==> src/rtl/dot_product_feeder_if.sv <==
// -----------------------------------------------------------------------------
// dot_product_feeder_if
// Bundles every signal between the feeder, its element source, the DotProduct
// instance and the result consumer.
//   slave  : the feeder's view (dot_product_feeder uses this modport)
//   master : the environment's view (element source, DotProduct, consumer)
// Signals
//   in_valid/in_ready/in_a/in_b/in_last : serial (A,B) element stream
//   a_vec/b_vec                         : parallel operand lanes to DotProduct
//   dp_start/dp_value                   : DotProduct start pulse / value
//   res_valid/res_ready/res_data        : captured result port
//   busy                                : feeder is not accepting elements
//   dbg_state                           : current feeder FSM state
// -----------------------------------------------------------------------------
interface dot_product_feeder_if #(
   parameter int N_ELEM = 10,
   parameter int A_W    = 19,
   parameter int B_W    = 10,
   parameter int R_W    = 26
);
   logic                    in_valid;
   logic                    in_ready;
   logic [A_W-1:0]          in_a;
   logic [B_W-1:0]          in_b;
   logic                    in_last;
   logic [N_ELEM*A_W-1:0]   a_vec;
   logic [N_ELEM*B_W-1:0]   b_vec;
   logic                    dp_start;
   logic [R_W-1:0]          dp_value;
   logic                    res_valid;
   logic                    res_ready;
   logic [R_W-1:0]          res_data;
   logic                    busy;
   logic [1:0]              dbg_state;

   modport slave (
      input  in_valid, in_a, in_b, in_last, dp_value, res_ready,
      output in_ready, a_vec, b_vec, dp_start, res_valid, res_data, busy, dbg_state
   );

   modport master (
      output in_valid, in_a, in_b, in_last, dp_value, res_ready,
      input  in_ready, a_vec, b_vec, dp_start, res_valid, res_data, busy, dbg_state
   );
endinterface

==> src/rtl/dot_product_feeder.sv <==
// -----------------------------------------------------------------------------
// dot_product_feeder
// Collects (A,B) element pairs serially, presents them as parallel operand
// lanes to one DotProduct instance, holds them stable while DotProduct works,
// then captures its value and offers it on a result port.
// Ports
//   clk          : rising-edge clock
//   GlobalReset  : asynchronous, active-high reset
//   bus          : dot_product_feeder_if.slave (element stream, operand lanes,
//                  DotProduct start/value, result port, busy, dbg_state)
//
// Handshakes: a transfer happens on a rising edge where valid and ready are
// both 1. The feeder raises in_ready only in LOAD; res_valid stays high and
// res_data stays constant until the consumer's res_ready completes a transfer.
// res_ready with res_valid low and in_valid with in_ready low have no effect.
// -----------------------------------------------------------------------------
module dot_product_feeder #(
   parameter int N_ELEM     = 10,
   parameter int A_W        = 19,
   parameter int B_W        = 10,
   parameter int R_W        = 26,
   parameter int DP_LATENCY = 4
) (
   input logic                 clk,
   input logic                 GlobalReset,
   dot_product_feeder_if.slave bus
);

   localparam int IDX_W = (N_ELEM > 1) ? $clog2(N_ELEM) : 1;
   localparam int LAT_W = 4;

   typedef enum logic [1:0] {
      LOAD  = 2'd0,
      START = 2'd1,
      WAIT  = 2'd2,
      HOLD  = 2'd3
   } state_t;

   state_t                       state;
   logic [IDX_W-1:0]             idx;
   logic [LAT_W-1:0]             lat_cnt;
   logic [N_ELEM-1:0][A_W-1:0]   a_lanes;
   logic [N_ELEM-1:0][B_W-1:0]   b_lanes;
   logic [R_W-1:0]               res_data_r;
   logic                         in_ready_r;
   logic                         dp_start_r;
   logic                         res_valid_r;
   logic                         busy_r;

   always_ff @(posedge clk or posedge GlobalReset) begin
      if (GlobalReset) begin
         state       <= LOAD;
         idx         <= '0;
         lat_cnt     <= '0;
         a_lanes     <= '0;
         b_lanes     <= '0;
         res_data_r  <= '0;
         in_ready_r  <= 1'b1;
         dp_start_r  <= 1'b0;
         res_valid_r <= 1'b0;
         busy_r      <= 1'b0;
      end else begin
         dp_start_r <= 1'b0;
         case (state)
            LOAD: begin
               // in_ready is always 1 here, so in_valid alone marks an accept.
               if (bus.in_valid) begin
                  a_lanes[idx] <= bus.in_a;
                  b_lanes[idx] <= bus.in_b;
                  if (bus.in_last || (idx == IDX_W'(N_ELEM - 1))) begin
                     // Short vector: clear the lanes above the last element so
                     // stale operands from the previous vector cannot add in.
                     for (int k = 0; k < N_ELEM; k++) begin
                        if (k > int'(idx)) begin
                           a_lanes[k] <= '0;
                           b_lanes[k] <= '0;
                        end
                     end
                     idx        <= '0;
                     state      <= START;
                     dp_start_r <= 1'b1;
                     in_ready_r <= 1'b0;
                     busy_r     <= 1'b1;
                  end else begin
                     idx <= idx + 1'b1;
                  end
               end
            end
            START: begin
               lat_cnt <= LAT_W'(DP_LATENCY - 1);
               state   <= WAIT;
            end
            WAIT: begin
               if (lat_cnt == '0) begin
                  res_data_r  <= bus.dp_value;
                  res_valid_r <= 1'b1;
                  state       <= HOLD;
               end else begin
                  lat_cnt <= lat_cnt - 1'b1;
               end
            end
            HOLD: begin
               if (bus.res_ready) begin
                  res_valid_r <= 1'b0;
                  in_ready_r  <= 1'b1;
                  busy_r      <= 1'b0;
                  state       <= LOAD;
               end
            end
            default: state <= LOAD;
         endcase
      end
   end

   assign bus.in_ready  = in_ready_r;
   assign bus.a_vec     = a_lanes;
   assign bus.b_vec     = b_lanes;
   assign bus.dp_start  = dp_start_r;
   assign bus.res_valid = res_valid_r;
   assign bus.res_data  = res_data_r;
   assign bus.busy      = busy_r;
   assign bus.dbg_state = state;

endmodule

==> src/flat_wrapper.sv <==
// flat-port wrapper written by rule: the top's interface ports become plain ports
module dot_product_feeder_flat 
#(
   parameter int N_ELEM     = 10,
   parameter int A_W        = 19,
   parameter int B_W        = 10,
   parameter int R_W        = 26,
   parameter int DP_LATENCY = 4
)
  (clk, GlobalReset, bus_in_valid, bus_in_a, bus_in_b, bus_in_last, bus_dp_value, bus_res_ready, bus_in_ready, bus_a_vec, bus_b_vec, bus_dp_start, bus_res_valid, bus_res_data, bus_busy, bus_dbg_state);
  dot_product_feeder_if #(.N_ELEM(N_ELEM), .A_W(A_W), .B_W(B_W), .R_W(R_W)) bus_i ();
  input logic clk;
  input logic GlobalReset;
  input wire logic [$bits(bus_i.in_valid)-1:0] bus_in_valid;
  input wire logic [$bits(bus_i.in_a)-1:0] bus_in_a;
  input wire logic [$bits(bus_i.in_b)-1:0] bus_in_b;
  input wire logic [$bits(bus_i.in_last)-1:0] bus_in_last;
  input wire logic [$bits(bus_i.dp_value)-1:0] bus_dp_value;
  input wire logic [$bits(bus_i.res_ready)-1:0] bus_res_ready;
  output wire logic [$bits(bus_i.in_ready)-1:0] bus_in_ready;
  output wire logic [$bits(bus_i.a_vec)-1:0] bus_a_vec;
  output wire logic [$bits(bus_i.b_vec)-1:0] bus_b_vec;
  output wire logic [$bits(bus_i.dp_start)-1:0] bus_dp_start;
  output wire logic [$bits(bus_i.res_valid)-1:0] bus_res_valid;
  output wire logic [$bits(bus_i.res_data)-1:0] bus_res_data;
  output wire logic [$bits(bus_i.busy)-1:0] bus_busy;
  output wire logic [$bits(bus_i.dbg_state)-1:0] bus_dbg_state;
  assign bus_i.in_valid = bus_in_valid;
  assign bus_i.in_a = bus_in_a;
  assign bus_i.in_b = bus_in_b;
  assign bus_i.in_last = bus_in_last;
  assign bus_i.dp_value = bus_dp_value;
  assign bus_i.res_ready = bus_res_ready;
  assign bus_in_ready = bus_i.in_ready;
  assign bus_a_vec = bus_i.a_vec;
  assign bus_b_vec = bus_i.b_vec;
  assign bus_dp_start = bus_i.dp_start;
  assign bus_res_valid = bus_i.res_valid;
  assign bus_res_data = bus_i.res_data;
  assign bus_busy = bus_i.busy;
  assign bus_dbg_state = bus_i.dbg_state;
  dot_product_feeder #(.N_ELEM(N_ELEM), .A_W(A_W), .B_W(B_W), .R_W(R_W), .DP_LATENCY(DP_LATENCY)) u_core (.clk(clk), .GlobalReset(GlobalReset), .bus(bus_i));
endmodule
==> config.mk <==
export PLATFORM = sky130hd
export DESIGN_NAME = dot_product_feeder_flat
export DESIGN_NICKNAME = d
export VERILOG_FILES = /design/src/rtl/dot_product_feeder_if.sv /design/src/rtl/dot_product_feeder.sv /design/src/flat_wrapper.sv
export SDC_FILE = /design/constraint.sdc
export NUM_CORES = 1
export LEC_CHECK = 0
export CORE_ASPECT_RATIO = 2
export CORE_MARGIN = 2
export CORE_UTILIZATION = 50
export DETAILED_ROUTE_END_ITERATION = 8
export PLACE_DENSITY = 0.83
export SETUP_SLACK_MARGIN = 0.3
export SYNTH_ARGS = -nofsm -noshare
export SYNTH_HDL_FRONTEND = slang
export SYNTH_SLANG_ARGS = --single-unit
==> constraint.sdc <==
create_clock -name clk -period 28.4 [get_ports clk]
set_clock_uncertainty 0.1 [all_clocks]
set_input_delay 2.84 -clock clk [delete_from_list [all_inputs] [get_ports clk]]
set_output_delay 2.84 -clock clk [all_outputs]
set_load 0.01 [all_outputs]
==> run summary, run 1 <==
status = finished clean
number of flops mapped to enable cells by yosys = 0
Avg Cell Area, Syn = 9.63 µm²
Total GRT Usage = 31.4%
fin util = 69.3%
hold slack = 388 ps
Hold Vio Cnt, Final = 0
port bufs = 381
WP data required = 28720 ps
synthesis-stage register bit count = 330
Clock power frac = 22.8%
DR WL/cell = 21.6 µm
die width = 120 µm
fin crit share = 18.6%
fmax = 190 MHz
fin. max-slew vios = 0
leading area contributor after synthesis = dfrtp_1
Syn. warnings = 0
worst vdd ir = 0.0000833 V
CP endpoint kind = flop
number of antenna violations at the first check in global routing = 0
Post-Syn Area = 13400 µm²
worst reg-to-reg setup slack = 25210 ps
switching share of power = 32.4%
slew margin rel. = 17.5%
sequential area share after synthesis = 61.5%
synth top area cells = dfrtp_1 (61%), nand2_1 (15%), a21oi_1 (9.8%)
latest clock arrival within the worst-skew pair = 550 ps
clock buffer depth = 3
count leader, synth = nand2_1
path depth of the worst reg2reg path = 6
DR vias = 11600
Crit Path Max Fanout = 29
H-tree levels = 1
Final Setup Violations = 0
Mapped Cells = 1395
placed insts = 2018
Root Driver = clkbuf_16
cts bufs inserted = 28
Overflow after GRT = 0
Post-synth top cells = nand2_1 (534), dfrtp_1 (329), a21oi_1 (263)
Clk pin slew, worst setup/hold paths = 70 ps
Crit Path Category = in2reg
IO Count = 382
diode count = 0
Flop pwr share = 39.8%
first-pass GRT wire length = 67500 µm
critical path startpoint category = input pin
syn nets = 1464
design internal power = 1.22 mW
switching power total = 0.584 mW
vias in the first global route = 11600
WP data arrival = 5590 ps
slowest stage delay, CP = 1020 ps
Tightest Hold Check Type = reg2reg
CTS Hold Bufs = 0
largest net degree at the start of global routing = 109
clk sinks = 330
crit-path cells = clkdlybuf4s50_1 -> and2_1 -> nand3_1 -> nand2_1 -> a21oi_1
DRT iter0 DRCs = 900
hold depth = 1
initial core utilization = 50.9%
postcts setup bufs = 0
die area = 28300 µm²
Resized Gates After CTS = 0
Logic pwr share = 37.4%
HP Start = u_core.bus.a_vec[4]
r2r startpoint = u_core.bus.dbg_state[0]
Synth Flop Type = dfrtp_1
final wirelength = 44700 µm
actual transition at the worst max-transition pin = 1230 ps
Routability Congestion = 0.851
drt pass-1 iters = 6
CTS tree = built
Detailed Place HPWL = 31700 µm
Hold EP = u_core.bus.a_vec[4]
leakage power total = 7.81 nW
MaxCap Viol Count = 0
final non-filler cell total = 2069
count of different cell masters after synthesis = 43
power per standard cell area = 98.5 nW/µm²
core area = 26400 µm²
setup TNS = 0 ps
fraction of layout cells with a size suffix above 1 = 7.30%
# rows = 84
r2r endpoint = u_core.bus.b_vec[25]
share of the synthesized area in the top cell type = 61.3%
Area Overhead vs Synth = 36.1%
slowest CP cell = nand3_1
Final Critical Period = 5280 ps
asr flop ratio synth = 100%
Tot Pwr = 1.80 mW
Final #Nets = 1773
RSZ-0062 raised after global routing = false
drt via density = 5.60
die height = 236 µm
antenna-violating nets left = 0
# DRC = 0
==> logic make-up (layout without fill, tap and decap cells) <==
logic type | after synthesis | in the layout | share of synthesized area [%]
AND/OR/NAND/NOR | 587 | 587 | 17.6
flip-flops | 330 | 330 | 61.5
AO/OA/AOI/OAI | 278 | 278 | 10.6
buffers and inverters | 133 | 463 | 4.72
multiplexers | 58 | 58 | 4.85
adder cells (fa/ha/maj) | 9 | 9 | 0.838
==> worst max-delay path by stage <==
stage	startpoint	to	slack [ps]	cells past startpoint
detailed placement	GlobalReset	u_core.bus.a_vec[128]	22600	4
finish	bus_in_valid	u_core.bus.b_vec[25]	23120	5
CTS	GlobalReset	u_core.bus.a_vec[162]	23190	4
global route	GlobalReset	u_core.bus.a_vec[162]	22890	4
global placement	GlobalReset	u_core.bus.a_vec[121]	22650	4
floorplan	GlobalReset	u_core.bus.a_vec[0]	16320	1
==> power groups by stage <==
stage | Clock [mW] | Sequential [mW] | Combinational [mW]
finish | 0.410 | 0.717 | 0.674
global route | 0.430 | 0.734 | 0.720
floorplan | 0 | 0.775 | 0.225
global placement | 0 | 0.714 | 0.653
CTS | 0.413 | 0.716 | 0.678
detailed placement | 0 | 0.722 | 0.672
==> layout make-up <==
type                    instances  area (µm²)
clock buffers                  44         862
clock inverters                 7         124
fillers                      1920        8100
inverters                      11        48.8
multi-input cells             932        4600
flip-flops and latches        330        8260
well taps                     344         430
repair buffers                401        3960
==> registers in the layout, indices dropped and copies added, names as in the netlist <==
name / count
u_core.bus.a_vec: 190
u_core.bus.b_vec: 100
u_core.bus.busy: 1
u_core.bus.dbg_state: 2
u_core.bus.dp_start: 1
u_core.bus.in_ready: 1
u_core.bus.res_data: 26
u_core.bus.res_valid: 1
u_core.idx: 4
u_core.lat_cnt: 4
==> per-stage QoR <==
step | cell area, µm² | worst slack, ps
global route | 18300 | 22890
detailed placement | 17300 | 22600
floorplan | 13400 | 16320
CTS | 18300 | 23190
finish | 18300 | 23120
global placement | 17300 | 22650
==> cell usage in the layout (no fill, tap or decap), types with 3 or more instances in the layout <==
| cell | instances |
|---|---|
| clkbuf_16 | 29 |
| inv_1 | 10 |
| and3_1 | 6 |
| clkbuf_8 | 8 |
| mux2_1 | 10 |
| mux2_2 | 47 |
| nand2b_1 | 5 |
| nor2_1 | 6 |
| dfrtp_1 | 329 |
| nand4b_1 | 3 |
| bufinv_16 | 3 |
| buf_4 | 20 |
| a21oi_1 | 262 |
| nand2_1 | 534 |
| clkbuf_1 | 7 |
| ha_1 | 9 |
| clkdlybuf4s50_1 | 381 |
| o21ai_0 | 3 |
| nand3_1 | 8 |
==> worst max-delay path, delay by kind of cell <==
family                 cells  cell delay [ps]
AOI/OAI and AO/OA          1              120
buffers and inverters      1              640
and+or+nand+nor            3             1980
==> routing by layer <==
metal / vias to the layer above / track usage (%) / part of all wire (%)
met1: 5658 / 33.5 / 32
met4: 0 / 20.9 / 8.1
met3: 201 / 4.71 / 6.7
met5: - / 0 / 0
li1: 5129 / - / -
met2: 598 / 56.4 / 53
Note: power is estimated with default switching activity, not from simulation.
==> inputs of run 2 (changes only) <==
--- a/config.mk
+++ b/config.mk
@@ -7,9 +7,9 @@
 export LEC_CHECK = 0
 export CORE_ASPECT_RATIO = 2
 export CORE_MARGIN = 2
-export CORE_UTILIZATION = 50
+export CORE_UTILIZATION = 43
 export DETAILED_ROUTE_END_ITERATION = 8
-export PLACE_DENSITY = 0.83
+export PLACE_DENSITY = 0.76
 export SETUP_SLACK_MARGIN = 0.3
 export SYNTH_ARGS = -nofsm -noshare
 export SYNTH_HDL_FRONTEND = slang
==> constraint.sdc (replaced) <==
create_clock -name clk -period 4.85 [get_ports clk]
set_clock_uncertainty 0.1 [all_clocks]
set_input_delay 0.485 -clock clk [delete_from_list [all_inputs] [get_ports clk]]
set_output_delay 0.485 -clock clk [all_outputs]
set_load 0.01 [all_outputs]
==> run summary, run 2 (synthesized netlist as in run 1, its figures left out) <==
Resized Gates After CTS = 0 (unchanged)
fmax = 318 MHz
status = finished clean (unchanged)
Routability Congestion = 0.833 (was 0.851)
Total GRT Usage = 27.3% (was 31.4%)
critical path startpoint category = flop (was input pin)
commonest non-fill, non-tap cell in the layout = nand2_1 (unchanged)
CTS Hold Bufs = 0 (unchanged)
worst vdd ir = 0.000443 V (was 0.0000833 V)
Tightest Hold Check Type = in2async (was reg2reg)
slew margin rel. = 14.8% (was 17.5%)
largest net degree at the start of global routing = 135 (was 109)
H-tree levels = 1 (unchanged)
IO Count = 382 (unchanged)
dpl ws = 1430 ps (was 22600 ps)
# rows = 91 (was 84)
final worst slack = 1700 ps (was 23120 ps)
DR WL/cell = 21.0 µm (was 21.6 µm)
Final Critical Period = 3150 ps
MaxCap Viol Count = 0 (unchanged)
drt via density = 5.29 (was 5.60)
RSZ-0062 raised after global routing = false (unchanged)
hold slack = 364 ps (was 388 ps)
Filler cells = 2575 (was 1920)
actual transition at the worst max-transition pin = 1280 ps (was 1230 ps)
fraction of layout cells with a size suffix above 1 = 7.47% (was 7.30%)
WP data required = 5120 ps (was 28720 ps)
slowest CP cell = nor2_2 (was nand3_1)
# DRC = 0 (unchanged)
port bufs = 381 (unchanged)
die width = 129 µm (was 120 µm)
Crit Path Max Fanout = 29 (unchanged)
most frequent cells in the layout = nand2_1 (534), clkdlybuf4s50_1 (381), dfrtp_1 (329) (unchanged)
die height = 254 µm (was 236 µm)
power per standard cell area = 566 nW/µm² (was 98.5 nW/µm²)
diode count = 0 (unchanged)
final non-filler cell total = 2145 (was 2069)
fin crit share = 64.9%
DRT iter0 DRCs = 753 (was 900)
latest clock arrival within the worst-skew pair = 550 ps (about the same)
antenna-violating nets left = 0 (unchanged)
Area Overhead vs Synth = 36.5% (was 36.1%)
Hold Vio Cnt, Final = 0 (unchanged)
Crit Path Category = reg2reg (was in2reg)
cts bufs inserted = 29 (was 28)
die area = 32800 µm² (was 28300 µm²)
leakage power total = 7.79 nW (was 7.81 nW)
CP delay by family, top = simple AND/OR/NAND/NOR gates (unchanged)
setup TNS = 0 ps (unchanged)
Final Setup Violations = 0 (unchanged)
number of antenna violations at the first check in global routing = 0 (unchanged)
Final #Nets = 1774 (was 1773)
WP data arrival = 3410 ps (was 5590 ps)
final wirelength = 45100 µm (was 44700 µm)
Buf+Inv Stages, Crit Path = 1 (unchanged)
crit-path cells = inv_1 -> ha_1 -> and2_1 -> nand3b_2 -> nor2_2 -> a21oi_1 (was clkdlybuf4s50_1 -> and2_1 -> nand3_1 -> nand2_1 -> a21oi_1)
Clk pin slew, worst setup/hold paths = 70 ps (about the same)
Detailed Place HPWL = 32300 µm (was 31700 µm)
postcts setup bufs = 0 (unchanged)
first-pass GRT wire length = 67500 µm (about the same)
fin util = 59.4% (was 69.3%)
clock buffer depth = 3 (unchanged)
fin. max-slew vios = 0 (unchanged)
slowest stage delay, CP = 1040 ps (was 1020 ps)
vias in the first global route = 11500 (was 11600)
initial core utilization = 43.6% (was 50.9%)
Root Driver = clkbuf_16 (unchanged)
Largest register FFs = 190 (unchanged)
core area = 30900 µm² (was 26400 µm²)
clk sinks = 330 (unchanged)
placed insts = 2092 (was 2018)
CP endpoint kind = flop (unchanged)
DR vias = 11300 (was 11600)
drt pass-1 iters = 6 (unchanged)
Overflow after GRT = 0 (unchanged)
CTS tree = built (unchanged)
## run 2: cell count changes in the layout (fill, tap and decap cells not counted), sizes merged
cell / previous run / this run
clkbuf: 44 / 43
clkinvlp: 1 / 2
clkinv: 3 / 9
bufinv: 3 / 0
inv: 11 / 10
## run 2: worst paths after layout
kind / startpoint / endpoint / slack, ps / cells past startpoint
min in group clk: u_core.bus.a_vec[9] / u_core.bus.a_vec[9] / 400 / 1
worst max-delay path: u_core.bus.dbg_state[1] / u_core.bus.a_vec[100] / 1700 / 6
worst max register to register: u_core.bus.dbg_state[1] / u_core.bus.a_vec[100] / 1700 / 6
worst min register to register: u_core.bus.a_vec[9] / u_core.bus.a_vec[9] / 400 / 1
worst min-delay path: GlobalReset / u_core.bus.a_vec[0] / 360 / 2
max in group asynchronous: GlobalReset / u_core.bus.b_vec[21] / 3050 / 3
## run 2: report_power, final
group | total, mW | switching [mW] | internal, mW
sequential | 4.18 | 0.550 | 3.64
combinational | 3.93 | 1.81 | 2.12
clock | 2.26 | 1.03 | 1.22
## run 2: worst reg2reg max path: stages, from the launching register on
cell	delay (ps)
dfrtp_1	430
inv_1	120
ha_1	290
and2_1	560
nand3b_2	300
nor2_2	1040
a21oi_1	130
## run 2: cell type report
cell class                 count  area, µm²  share of cell area [%]
tap                          418        523                    2.85
clock buffer                  43        858                    4.68
clock inverter                10       60.1                   0.328
multi-input combinational    932       4600                    25.1
sequential                   330       8260                    45.0
timing repair buffer         401       3990                    21.8
inverter                      11       45.0                   0.246
## run 2: per-stage QoR
step | total power, mW | instance area [µm²]
2_1_floorplan | 5.85 | 13400
3_3_place_gp | 8.03 | 17400
3_5_place_dp | 8.18 | 17400
4_1_cts | 10.5 | 18300
5_1_grt | 10.9 | 18300
6_report | 10.4 | 18300
## run 2: routing by layer
| layer | global-route usage, % | wire (µm) |
|---|---|---|
| met5 | 0 | 0 |
| met4 | 17.0 | 3170 |
| met3 | 3.92 | 2470 |
| met2 | 49.9 | 24000 |
| met1 | 29.1 | 15400 |
==> inputs of run 3 (changes only) <==
--- a/config.mk
+++ b/config.mk
@@ -7,9 +7,9 @@
 export LEC_CHECK = 0
 export CORE_ASPECT_RATIO = 2
 export CORE_MARGIN = 2
-export CORE_UTILIZATION = 43
+export CORE_UTILIZATION = 48
 export DETAILED_ROUTE_END_ITERATION = 8
-export PLACE_DENSITY = 0.76
+export PLACE_DENSITY = 0.8
 export SETUP_SLACK_MARGIN = 0.3
 export SYNTH_ARGS = -nofsm -noshare
 export SYNTH_HDL_FRONTEND = slang
==> constraint.sdc (replaced) <==
create_clock -name clk -period 3.2 [get_ports clk]
set_clock_uncertainty 0.1 [all_clocks]
set_input_delay 0.32 -clock clk [delete_from_list [all_inputs] [get_ports clk]]
set_output_delay 0.32 -clock clk [all_outputs]
set_load 0.01 [all_outputs]
==> run summary, run 3 (synthesized netlist as in run 1, its figures left out) <==
status = finished clean (unchanged)
clk sinks = 330 (unchanged)
DR WL/cell = 21.7 µm (was 21.0 µm)
hold slack = 147 ps (was 364 ps)
Worst setup startpoint = u_core.idx[0] (was u_core.bus.dbg_state[1])
DR vias = 11800 (was 11300)
initial core utilization = 48.8% (was 43.6%)
Clk pin slew, worst setup/hold paths = 70 ps (about the same)
Largest register FFs = 190 (unchanged)
final wirelength = 45500 µm (was 45100 µm)
WP data required = 3510 ps (was 5120 ps)
CTS tree = built (unchanged)
drt pass-1 iters = 6 (unchanged)
r2r startpoint = u_core.idx[0] (was u_core.bus.dbg_state[1])
DRT iter0 DRCs = 935 (was 753)
placed inst area = 17600 µm² (was 17400 µm²)
core area = 27500 µm² (was 30900 µm²)
placed insts = 2048 (was 2092)
Tightest Hold Check Type = in2async (unchanged)
critical path startpoint category = flop (unchanged)
leakage power total = 7.93 nW (was 7.79 nW)
setup TNS = 0 ps (unchanged)
worst vdd ir = 0.000696 V (was 0.000443 V)
final non-filler cell total = 2100 (was 2145)
first-pass GRT wire length = 67800 µm (was 67500 µm)
vias in the first global route = 11800 (was 11500)
antenna-violating nets left = 0 (unchanged)
postcts setup bufs = 0 (unchanged)
fin crit share = 79.9% (was 64.9%)
WP data arrival = 2860 ps (was 3410 ps)
highest routing layer actually used = met4 (unchanged)
Final Critical Period = 2560 ps (was 3150 ps)
# rows = 86 (was 91)
drt via density = 5.62 (was 5.29)
CTS Hold Bufs = 0 (unchanged)
largest net degree at the start of global routing = 77 (was 135)
slew margin rel. = 22.8% (was 14.8%)
Crit Path Category = reg2reg (unchanged)
# DRC = 0 (unchanged)
die height = 241 µm (was 254 µm)
met3 wire len = 2950 µm (was 2470 µm)
design area = 18500 µm² (was 18300 µm²)
most frequent cells in the layout = nand2_1 (534), clkdlybuf4s50_1 (381), dfrtp_1 (329) (unchanged)
MaxCap Viol Count = 0 (unchanged)
Root Driver = clkbuf_16 (unchanged)
commonest non-fill, non-tap cell in the layout = nand2_1 (unchanged)
RSZ-0062 raised after global routing = false (unchanged)
number of antenna violations at the first check in global routing = 2 (was 0)
fraction of layout cells with a size suffix above 1 = 8.59% (was 7.47%)
Detailed Place HPWL = 32400 µm (was 32300 µm)
Critical Path Sink = u_core.bus.b_vec[35] (was u_core.bus.a_vec[100])
Overflow after GRT = 0 (unchanged)
actual transition at the worst max-transition pin = 1160 ps (was 1280 ps)
Area Overhead vs Synth = 37.9% (was 36.5%)
Post-Route M1 WL = 15100 µm (was 15400 µm)
fmax = 391 MHz (was 318 MHz)
power per standard cell area = 863 nW/µm² (was 566 nW/µm²)
clock buffer depth = 3 (unchanged)
Total GRT Usage = 30.6% (was 27.3%)
Final Setup Violations = 0 (unchanged)
CP endpoint kind = flop (unchanged)
Crit Path Max Fanout = 29 (unchanged)
IO Count = 382 (unchanged)
die area = 29400 µm² (was 32800 µm²)
cts bufs inserted = 28 (was 29)
path depth of the worst reg2reg path = 5 (was 6)
H-tree levels = 1 (unchanged)
die width = 122 µm (was 129 µm)
fin. max-slew vios = 0 (unchanged)
Hold Vio Cnt, Final = 0 (unchanged)
r2r endpoint = u_core.bus.b_vec[35] (was u_core.bus.a_vec[100])
port bufs = 381 (unchanged)
Routability Congestion = 0.814 (was 0.833)
Resized Gates After CTS = 0 (unchanged)
latest clock arrival within the worst-skew pair = 560 ps (was 550 ps)
met2 WL = 23400 µm (was 24000 µm)
worst reg-to-reg setup slack = 640 ps (was 1700 ps)
Final #Nets = 1795 (was 1774)
fin util = 67.3% (was 59.4%)
## run 3: power breakdown
| group | switching [mW] | internal, mW |
|---|---|---|
| sequential | 0.885 | 5.51 |
| clock | 1.54 | 2.06 |
| combinational | 2.75 | 3.25 |
| total | 5.17 | 10.8 |
## run 3: worst max-delay path, cell delays in order, from the launching register on
cell and delay, ps:
dfrtp_1 560, ha_1 430, nand2b_1 150, or3_1 790
nand2_1 250, a21oi_1 100
## run 3: layout make-up
cell class | count | area [µm²]
multi-input combinational | 932 | 4600
antenna | 2 | 5.00
inverter | 11 | 45.0
clock buffer | 40 | 837
clock inverter | 10 | 131
tap | 352 | 440
fill | 2184 | 9010
timing repair buffer | 423 | 4220
sequential | 330 | 8260
## run 3: worst min path at each step
stage | startpoint | endpoint | slack [ps] | cells after the start
detailed placement | u_core.bus.in_ready | u_core.bus.in_ready | 370 | 2
global placement | u_core.bus.in_ready | u_core.bus.in_ready | 360 | 2
floorplan | bus_dp_value[19] | u_core.bus.res_data[19] | 370 | 1
finish | GlobalReset | u_core.bus.b_vec[8] | 150 | 2
global route | GlobalReset | u_core.bus.b_vec[8] | 180 | 2
CTS | GlobalReset | u_core.bus.b_vec[8] | 160 | 2
## run 3: metrics by stage
stage                     setup slack [ps]  total power, mW
after detailed placement               676             12.5
after CTS                              682             16.1
after floorplan                      -1630             8.87
after global routing                   491             16.8
final                                  645             16.0
after global placement                 759             12.2
## run 3: metal layers
layer  up-vias  GRT usage, %
met5         -             0
met4         0          23.3
met3       195          4.28
met2       613          53.1
met1      5810          33.2
li1       5184             -
